[src/rtl/pe_row_sched.sv]
// pe_row_sched: row-stationary scheduler for a single 1-D convolution PE.
// For every output row r it runs FIL_S PE passes (k = 0..FIL_S-1). Each pass
// feeds ifmap row r+k and filter row k to the PE and chains the partial sum
// through the external accumulator row. The finished row is then offered
// downstream with a valid/ready handshake. A PE that stays silent for TIMEOUT
// WAIT cycles abandons the tile and raises a sticky error flag.
module pe_row_sched #(
    parameter int FIL_S   = 3,
    parameter int DO_H    = 5,
    parameter int ADDR_W  = 3,
    parameter int TIMEOUT = 15
) (
    input  logic              clk,
    input  logic              rst,
    input  logic              start,
    input  logic              pe_done,
    input  logic              ofmap_ready,
    output logic              pe_en,
    output logic [ADDR_W-1:0] ifmap_addr,
    output logic [ADDR_W-1:0] filt_addr,
    output logic              psum_zero,
    output logic              psum_we,
    output logic              ofmap_valid,
    output logic [ADDR_W-1:0] ofmap_row,
    output logic              busy,
    output logic              done,
    output logic              err
);

    // The WAIT counter only has to reach TIMEOUT-1, so TIMEOUT+1 codes suffice.
    localparam int T_W = $clog2(TIMEOUT + 1);

    localparam logic [ADDR_W-1:0] K_LAST = ADDR_W'(FIL_S - 1);
    localparam logic [ADDR_W-1:0] R_LAST = ADDR_W'(DO_H - 1);
    localparam logic [T_W-1:0]    T_LAST = T_W'(TIMEOUT - 1);
    localparam logic [T_W-1:0]    T_SAT  = '1;

    typedef enum logic [1:0] {
        S_IDLE  = 2'd0,
        S_ISSUE = 2'd1,
        S_WAIT  = 2'd2,
        S_OUT   = 2'd3
    } state_t;

    state_t            state_q;
    state_t            state_d;
    logic [ADDR_W-1:0] r_q;
    logic [ADDR_W-1:0] r_d;
    logic [ADDR_W-1:0] k_q;
    logic [ADDR_W-1:0] k_d;
    logic [T_W-1:0]    t_q;
    logic [T_W-1:0]    t_d;
    logic              err_q;
    logic              err_d;
    logic              done_q;
    logic              done_d;

    // Sequencing: walk k within a row, r across the tile, and watch the PE timeout.
    always_comb begin
        state_d = state_q;
        r_d     = r_q;
        k_d     = k_q;
        t_d     = t_q;
        err_d   = err_q;
        done_d  = 1'b0;

        case (state_q)
            S_IDLE: begin
                if (start) begin
                    r_d     = '0;
                    k_d     = '0;
                    err_d   = 1'b0;
                    state_d = S_ISSUE;
                end
            end

            S_ISSUE: begin
                t_d     = '0;
                state_d = S_WAIT;
            end

            S_WAIT: begin
                // A done pulse in the last allowed cycle beats the timeout.
                if (pe_done) begin
                    if (k_q < K_LAST) begin
                        k_d     = k_q + 1'b1;
                        state_d = S_ISSUE;
                    end else begin
                        state_d = S_OUT;
                    end
                end else if (t_q == T_LAST) begin
                    err_d   = 1'b1;
                    state_d = S_IDLE;
                end else if (t_q != T_SAT) begin
                    t_d = t_q + 1'b1;
                end
            end

            S_OUT: begin
                if (ofmap_ready) begin
                    if (r_q < R_LAST) begin
                        r_d     = r_q + 1'b1;
                        k_d     = '0;
                        state_d = S_ISSUE;
                    end else begin
                        done_d  = 1'b1;
                        state_d = S_IDLE;
                    end
                end
            end

            default: begin
                state_d = S_IDLE;
            end
        endcase
    end

    // State and counter registers; a low rst abandons any tile in progress.
    always_ff @(posedge clk) begin
        if (!rst) begin
            state_q <= S_IDLE;
            r_q     <= '0;
            k_q     <= '0;
            t_q     <= '0;
            err_q   <= 1'b0;
            done_q  <= 1'b0;
        end else begin
            state_q <= state_d;
            r_q     <= r_d;
            k_q     <= k_d;
            t_q     <= t_d;
            err_q   <= err_d;
            done_q  <= done_d;
        end
    end

    // Output decode: addresses come straight from r/k, strobes from the state.
    always_comb begin
        pe_en       = (state_q == S_ISSUE);
        psum_we     = (state_q == S_WAIT) && pe_done;
        ofmap_valid = (state_q == S_OUT);
        busy        = (state_q != S_IDLE);
        done        = done_q;
        err         = err_q;
        ifmap_addr  = r_q + k_q;
        filt_addr   = k_q;
        psum_zero   = (k_q == '0);
        ofmap_row   = r_q;
    end

endmodule

[config.mk]
export PLATFORM = sky130hd
export DESIGN_NAME = pe_row_sched
export DESIGN_NICKNAME = d
export VERILOG_FILES = /design/src/rtl/pe_row_sched.sv
export SDC_FILE = /design/constraint.sdc
export NUM_CORES = 1
export LEC_CHECK = 0
export ABC_AREA = 1
export CORE_MARGIN = 2
export CORE_UTILIZATION = 49
export CTS_CLUSTER_SIZE = 40
export DETAILED_ROUTE_END_ITERATION = 7
export GPL_TIMING_DRIVEN = 0
export PLACE_DENSITY = 0.78
export SYNTH_ARGS = -nofsm -noshare
export SYNTH_HDL_FRONTEND = slang
export SYNTH_SLANG_ARGS = --single-unit
[constraint.sdc]
create_clock -name clk -period 2.2 [get_ports clk]
set_clock_uncertainty 0.05 [all_clocks]
set_input_delay 0.44 -clock clk [delete_from_list [all_inputs] [get_ports clk]]
set_output_delay 0.44 -clock clk [all_outputs]
set_load 0.01 [all_outputs]
==> impl_results.md, run 1 <==
* Hold crit path type: reg -> reg
* Initial antenna violation count at 0
* Final RePlAce weighted congestion at 0.8213
* Die W at 48.31 um
* DPL Wire Length at 1516 um
* CTS tree: yes
* Chip height at 48.31 um
* Final Setup Violations at 0
* Worst r2r src: t_q[0]
* Area share of the largest cell type after synthesis at 29.13%
* Period utilization at 96.88%
* GRT Util Overall at 18.21%
* DRC Markers at 0
* Area of the core at 1902 um2
* Post-Synth Simple-Gate Area at 40.83%
* Total number of H-tree levels at 1
* First-pass iteration count of the detailed router at 4
* Overflow after GRT at 0
* Multiplexer share of the synthesized area at 0%
* Worst setup path class: in -> out
* Largest net degree at the start of global routing at 11
* Worst flop-to-flop path endpoint: t_q[3]
* Post-synthesis sequential area ratio at 29.13%
* Crit. Startpoint: pe_done
* IO Port Bufs at 20
* Slew margin rel. at 80.33%
* DR iter-0 viols at 24
* Initial core utilization at 50.59%
* Vias per cell at 4.703
* Fraction of layout cells with a size suffix above 1 at 21.82%
* Syn Nets at 153
* Die area at 2334 um2
* Synth Area in XOR/XNOR at 1.821%
* Avg Inst Size Synth at 6.824 um2
* Yosys top cell by area: dfxtp_1
* Max Cap Violations at 0
* Detail Route Antenna Nets at 0
* Highest clock rate at 0.4692 GHz
* Largest family of logic cells by synthesized area: simple AND/OR/NAND/NOR gates
* Final Slew Violations at 0
* Vias in the first global route at 811
* Ys flop type: dfxtp_1
* P&R area growth vs syn at 29.26%
* Synth async-reset ratio at 0%
* Clk sinks at 14
* CP arrival at 1.64 ns
* Fin Hold WS at 0.4301 ns
* Top Ports at 21
* N_diodes at 0
* Cells after synthesis at 141
* Count leader, synth: nand2_1
* Crit. End Element: output pin
* Netlist cell types at 24
* Post-synth EDFFs at 0
* Hold Vio Cnt, Final at 0
* Worst reg2reg path depth at 7
* CTS Root Cell: clkbuf_4
* Top cells by count, synth: nand2_1 (28), inv_1 (23), nor2_1 (19), dfxtp_1 (14), nand3_1 (13)
* Complex-gate fraction of the synthesized area at 7.672%
* Post-Synth Adder-Cell Area at 9.883%
* End point of the critical path: psum_we
* Max VDD drop at 721.1 uV
* Final min period at 2.131 ns
* Top post-synthesis cells by area: dfxtp_1 (29%), nand2_1 (11%), inv_1 (9.0%), ha_1 (7.8%), nor2_1 (7.4%)
* Critical Path RT at 1.71 ns
* Actual slew at the worst max-slew pin at 0.2951 ns
* CTS Buffer Depth at 2
* Final core occ at 65.39%
* Total wire length at 1963 um
* Drt wl/cell at 10.22 um
* Critical path launch point type: input port
* RSZ-0062 raised after global routing: false
* PD cells at 1233 nW/um2
* Row count at 16
* First-pass GRT wire length at 3415 um
* Cts bufs inserted at 3
* Yosys warning count at 0
* Total number of vias at 903
* Clk Latency, worst-skew pair at 0.28 ns
* Post-synthesis instance area at 962.2 um2
* Crit path max fanout at 4
* Worst reg-to-reg setup slack at 0.81 ns
* Run status: completed
* Filler cells at 161
* Nets@finish at 179
* Lkg Pwr at 0.0005802 uW
* CTS clk-pin slew, worst paths at 0.09 ns
* Synthesized flop and latch total at 14
==> routing by layer <==
metal	GRT usage, %	wire length [um]	up-vias
li1	-	-	482
met1	25.79	1017	405
met2	28.47	875	14
met3	3.086	55	2
met4	5.714	14	0
met5	0	0	-
==> cell usage in the layout, fill, tap and decap left out, types with 2 or more instances in the layout <==
cell,n
inv_1,23
nand2_4,2
ha_1,6
dfxtp_2,3
nand3_1,13
clkdlybuf4s50_1,17
nand2_1,28
nor2_2,5
nand2_2,7
a21oi_1,5
dfxtp_1,9
buf_2,2
clkbuf_4,3
dfxtp_4,2
nor2_1,19
o21ai_0,4
inv_2,3
==> area by class of cell <==
class | count | area, um2 | area share, %
Buffer | 1 | 5.005 | 0.4024
Clock buffer | 3 | 22.52 | 1.811
Inverter | 26 | 97.59 | 7.847
Multi-Input combinational cell | 100 | 589.3 | 47.38
Sequential cell | 14 | 291.5 | 23.44
Tap cell | 27 | 33.78 | 2.716
Timing Repair Buffer | 21 | 203.9 | 16.40
==> power by group <==
| group | internal [uW] | switching (uW) | total [uW] | leakage (uW) |
|---|---|---|---|---|
| registers | 339 | 90.3 | 429 | 0.000117 |
| logic | 427 | 528 | 955 | 0.000450 |
| clock network | 63.4 | 85.8 | 149 | 0.0000138 |
| total | 830 | 704 | 1530 | 0.000580 |
==> critical path, stage by stage <==
cell	delay [ns]
clkdlybuf4s50_1	0.51
nand2_2	0.10
inv_1	0.06
clkdlybuf4s50_1	0.53
==> cell families after synthesis <==
family	Yosys count
AND/OR/NAND/NOR	79
buffers and inverters	27
flip-flops	14
AO/OA/AOI/OAI	12
adder cells (fa/ha/maj)	7
XOR/XNOR	2
==> flip-flops by register name, indices dropped and copies added, names as in the netlist <==
name and count:
t_q 4, filt_addr 3, ofmap_row 3, state_q 2, done 1, err 1
==> per-stage QoR <==
| stage | worst slack (ns) | cells | TNS (ns) | total power [uW] | instance area, um2 |
|---|---|---|---|---|---|
| 6_report | 0.06871 | 192 | 0 | 1534 | 1244 |
| 5_1_grt | 0.007377 | 192 | 0 | 1678 | 1244 |
| 4_1_cts | -0.08205 | 191 | -0.08205 | 1516 | 1225 |
| 3_5_place_dp | -0.1647 | 188 | -0.1647 | 1376 | 1196 |
| 3_3_place_gp | -0.1388 | 188 | -0.1388 | 1350 | 1196 |
| 2_1_floorplan | 0.3095 | 141 | 0 | 1029 | 962.2 |
==> how the worst min path moves through the flow <==
stage                     start  end  slack [ns]  cells after the start
after global routing        err  err        0.45                      2
after global placement      err  err        0.40                      2
final                       err  err        0.43                      2
after CTS                   err  err        0.43                      2
after detailed placement    err  err        0.41                      2
after floorplan             err  err        0.43                      2
==> timing repair <==
action / in CTS / in global routing
pin swaps: 0 / 0
endpoints found under the hold margin: 0 / 0
setup endpoints to repair: 2 / 2
hold buffers: 0 / 0
resized for setup: 8 / 7
setup buffers: 0 / 1
Note: power is estimated with default switching activity, not from simulation.
==> run 2: changes to the inputs <==
--- a/config.mk
+++ b/config.mk
@@ -10,6 +10,7 @@
 export CORE_UTILIZATION = 49
 export CTS_CLUSTER_SIZE = 40
 export DETAILED_ROUTE_END_ITERATION = 7
+export GPL_ROUTABILITY_DRIVEN = 0
 export GPL_TIMING_DRIVEN = 0
 export PLACE_DENSITY = 0.78
 export SYNTH_ARGS = -nofsm -noshare
==> results of run 2 <==
The final DEF is identical to that of run 1; final timing and power are the same.
==> run 3: changes to the inputs <==
--- a/config.mk
+++ b/config.mk
@@ -11,7 +11,6 @@
 export CTS_CLUSTER_SIZE = 40
 export DETAILED_ROUTE_END_ITERATION = 7
 export GPL_ROUTABILITY_DRIVEN = 0
-export GPL_TIMING_DRIVEN = 0
 export PLACE_DENSITY = 0.78
 export SYNTH_ARGS = -nofsm -noshare
 export SYNTH_HDL_FRONTEND = slang
==> constraint.sdc (replaced) <==
create_clock -name clk -period 2 [get_ports clk]
set_clock_uncertainty 0.05 [all_clocks]
set_input_delay 0.4 -clock clk [delete_from_list [all_inputs] [get_ports clk]]
set_output_delay 0.4 -clock clk [all_outputs]
set_load 0.01 [all_outputs]
==> run 3 against run 2 <==
- the flow now finishes with violations (negative setup slack)
- via count up 6.0%
- largest cell class unchanged
- final cell count is 4.2% higher
- worst hold slack hardly changed
- die area unchanged
- sequential share of layout area is 1.9 points lower
- cell area grew 6.6%
- clock-buffer cell count rose by 1
- critical path depth grew 2
- routed wire length is 16% higher
- register-to-register slack lost 0.18 ns
==> impl_results.md, run 3 (synthesis gave the netlist of run 1 again) <==
* Run status: finished with violations (was completed)
* Failing checks: negative setup slack
* Largest register FFs at 4 (unchanged)
* Detail Route Antenna Nets at 0 (unchanged)
* Worst reg-to-reg setup slack at 0.63 ns (was 0.81 ns)
* Slew margin rel. at 79.70% (was 80.33%)
* Hold Vio Cnt, Final at 0 (unchanged)
* Top Ports at 21 (unchanged)
* Tot Pwr at 1883 uW (was 1534 uW)
* Final Slew Violations at 0 (unchanged)
* CTS tree: yes (unchanged)
* Period utilization at 106.7%
* Slowest-stage cell, CP: dfxtp_2 (was clkdlybuf4s50_1)
* Die W at 48.31 um (unchanged)
* First-pass GRT wire length at 3953 um (was 3415 um)
* Logic pwr share at 65.3% (was 62.3%)
* DR iter-0 viols at 22 (was 24)
* Initial core utilization at 50.59% (unchanged)
* Drt wl/cell at 11.41 um (was 10.22 um)
* PD cells at 1420 nW/um2 (was 1233 nW/um2)
* Final min period at 2.134 ns
* Overflow after GRT at 0 (unchanged)
* Critical Path RT at 1.55 ns (was 1.71 ns)
* N_diodes at 0 (unchanged)
* Highest clock rate at 0.4686 GHz
* Cts hold-fix bufs at 0 (unchanged)
* Row count at 16 (unchanged)
* Vias in the first global route at 958 (was 811)
* Switching power total at 837.3 uW (was 703.9 uW)
* Vias per cell at 4.785 (was 4.703)
* DRC Markers at 0 (unchanged)
* Placed cells at 195 (was 188)
* CTS clk-pin slew, worst paths at 0.09 ns (about the same)
* Crit path max fanout at 2 (was 4)
* Chip height at 48.31 um (unchanged)
* Total number of H-tree levels at 1 (unchanged)
* Area of the core at 1902 um2 (unchanged)
* Most frequent cells in the layout: nand2_1 (28), inv_1 (21), nor2_1 (19), clkdlybuf4s50_1 (15), nand3_1 (13) (was nand2_1 (28), inv_1 (23), nor2_1 (19), clkdlybuf4s50_1 (17), nand3_1 (13))
* Max VDD drop at 1137 uV (was 721.1 uV)
* Net Sw Frac at 44.47% (was 45.90%)
* Actual slew at the worst max-slew pin at 0.3017 ns (was 0.2951 ns)
* Critical path launch point type: register (was input port)
* Sequential cell fraction of total power at 23.7% (was 28.0%)
* Lkg Pwr at 0.0006362 uW (was 0.0005802 uW)
* Crit. End Element: output pin (unchanged)
* CTS Root Cell: clkbuf_4 (unchanged)
* Clk sinks at 14 (unchanged)
* Most common cell after layout, fill and taps aside: nand2_1 (unchanged)
* Max stage delay on crit path at 0.37 ns (was 0.53 ns)
* Internal power at 1045 uW (was 829.7 uW)
* GRT Util Overall at 21.22% (was 18.21%)
* Initial antenna violation count at 0 (unchanged)
* Cts bufs inserted at 3 (unchanged)
* CTS Buffer Depth at 2 (unchanged)
* CP cell instances: ha_4, inv_2, fa_2, xnor2_2, xor2_1, buf_2 (was clkdlybuf4s50_1, nand2_2, inv_1, clkdlybuf4s50_1)
* Total number of vias at 957 (was 903)
* CP arrival at 1.68 ns (was 1.64 ns)
* Worst setup margin at -0.1342 ns (was 0.06871 ns)
* P&R area growth vs syn at 37.84% (was 29.26%)
* Worst setup path class: reg -> out (was in -> out)
* Total wire length at 2281 um (was 1963 um)
* Die area at 2334 um2 (unchanged)
* Clock share of power at 11.1% (was 9.7%)
* Max Cap Violations at 0 (unchanged)
* IO Port Bufs at 20 (unchanged)
* Nets@finish at 186 (was 179)
* First-pass iteration count of the detailed router at 6 (was 4)
* Largest net degree at the start of global routing at 9 (was 11)
* Fin cells at 200 (was 192)
* Fraction of layout cells with a size suffix above 1 at 27.17% (was 21.82%)
* Clk Latency, worst-skew pair at 0.28 ns (about the same)
* Final Setup Violations at 1 (was 0)
* Largest register by flop count: t_q (unchanged)
* DPL Wire Length at 1744 um (was 1516 um)
* RSZ-0062 raised after global routing: true (was false)
* Hold crit path type: reg -> reg (unchanged)
[run 3: what timing repair did]
item / in CTS / in global routing
setup buffers: 0 / 1
pin swaps: 2 / 2
gates resized for setup: 17 / 7
endpoints found under the setup margin: 6 / 3
[run 3: per-layer routing]
metal	up-vias	global-route usage, %	share of wire (%)
met4	0	8.571	0.61
met1	437	24.32	45
li1	498	-	-
met5	-	0	0
met3	2	2.778	3.2
met2	20	39.58	51
[run 3: per-stage QoR]
stage / util [%] / hold slack (ns) / instance area, um2 / worst slack, ns / TNS (ns)
floorplan: - / 0.4311 / 962.2 / 0.1495 / 0
detailed placement: 65.79 / 0.4128 / 1251 / -0.2785 / -0.2991
global route: 69.74 / 0.4450 / 1326 / -0.2098 / -0.2098
finish: 69.74 / 0.4297 / 1326 / -0.1342 / -0.1342
CTS: 67.96 / 0.4312 / 1292 / -0.1104 / -0.1104
global placement: 65.79 / 0.4041 / 1251 / -0.1655 / -0.1655
[run 3: area by class of cell]
cell class | instances | area, um2
sequential | 14 | 285.3
tap | 27 | 33.78
fill | 160 | 575.6
multi-input combinational | 100 | 606.8
clock buffer | 4 | 36.28
inverter | 26 | 100.1
timing repair buffer | 29 | 264.0
[run 3: critical path, delay by kind of cell, from the launching register on]
kind / cells / cell delay, ns
xor+xnor: 2 / 0.35
buf+inv: 2 / 0.20
flops: 1 / 0.37
fa+ha+maj: 2 / 0.50
[run 3: power by group through the flow]
stage          logic [uW]  registers (uW)  clock network [uW]
6_report             1230             446                 208
4_1_cts              1160             432                 209
5_1_grt              1370             456                 225
2_1_floorplan         667             464                   0
3_3_place_gp         1140             424                   0
3_5_place_dp         1180             430                   0
[run 3: final timing paths]
path                     start       endpoint  cells past startpoint
setup / recovery  filt_addr[0]  ifmap_addr[2]                      6
hold / removal             err            err                      2
setup reg to reg        t_q[0]         t_q[1]                      7
hold reg to reg            err            err                      2
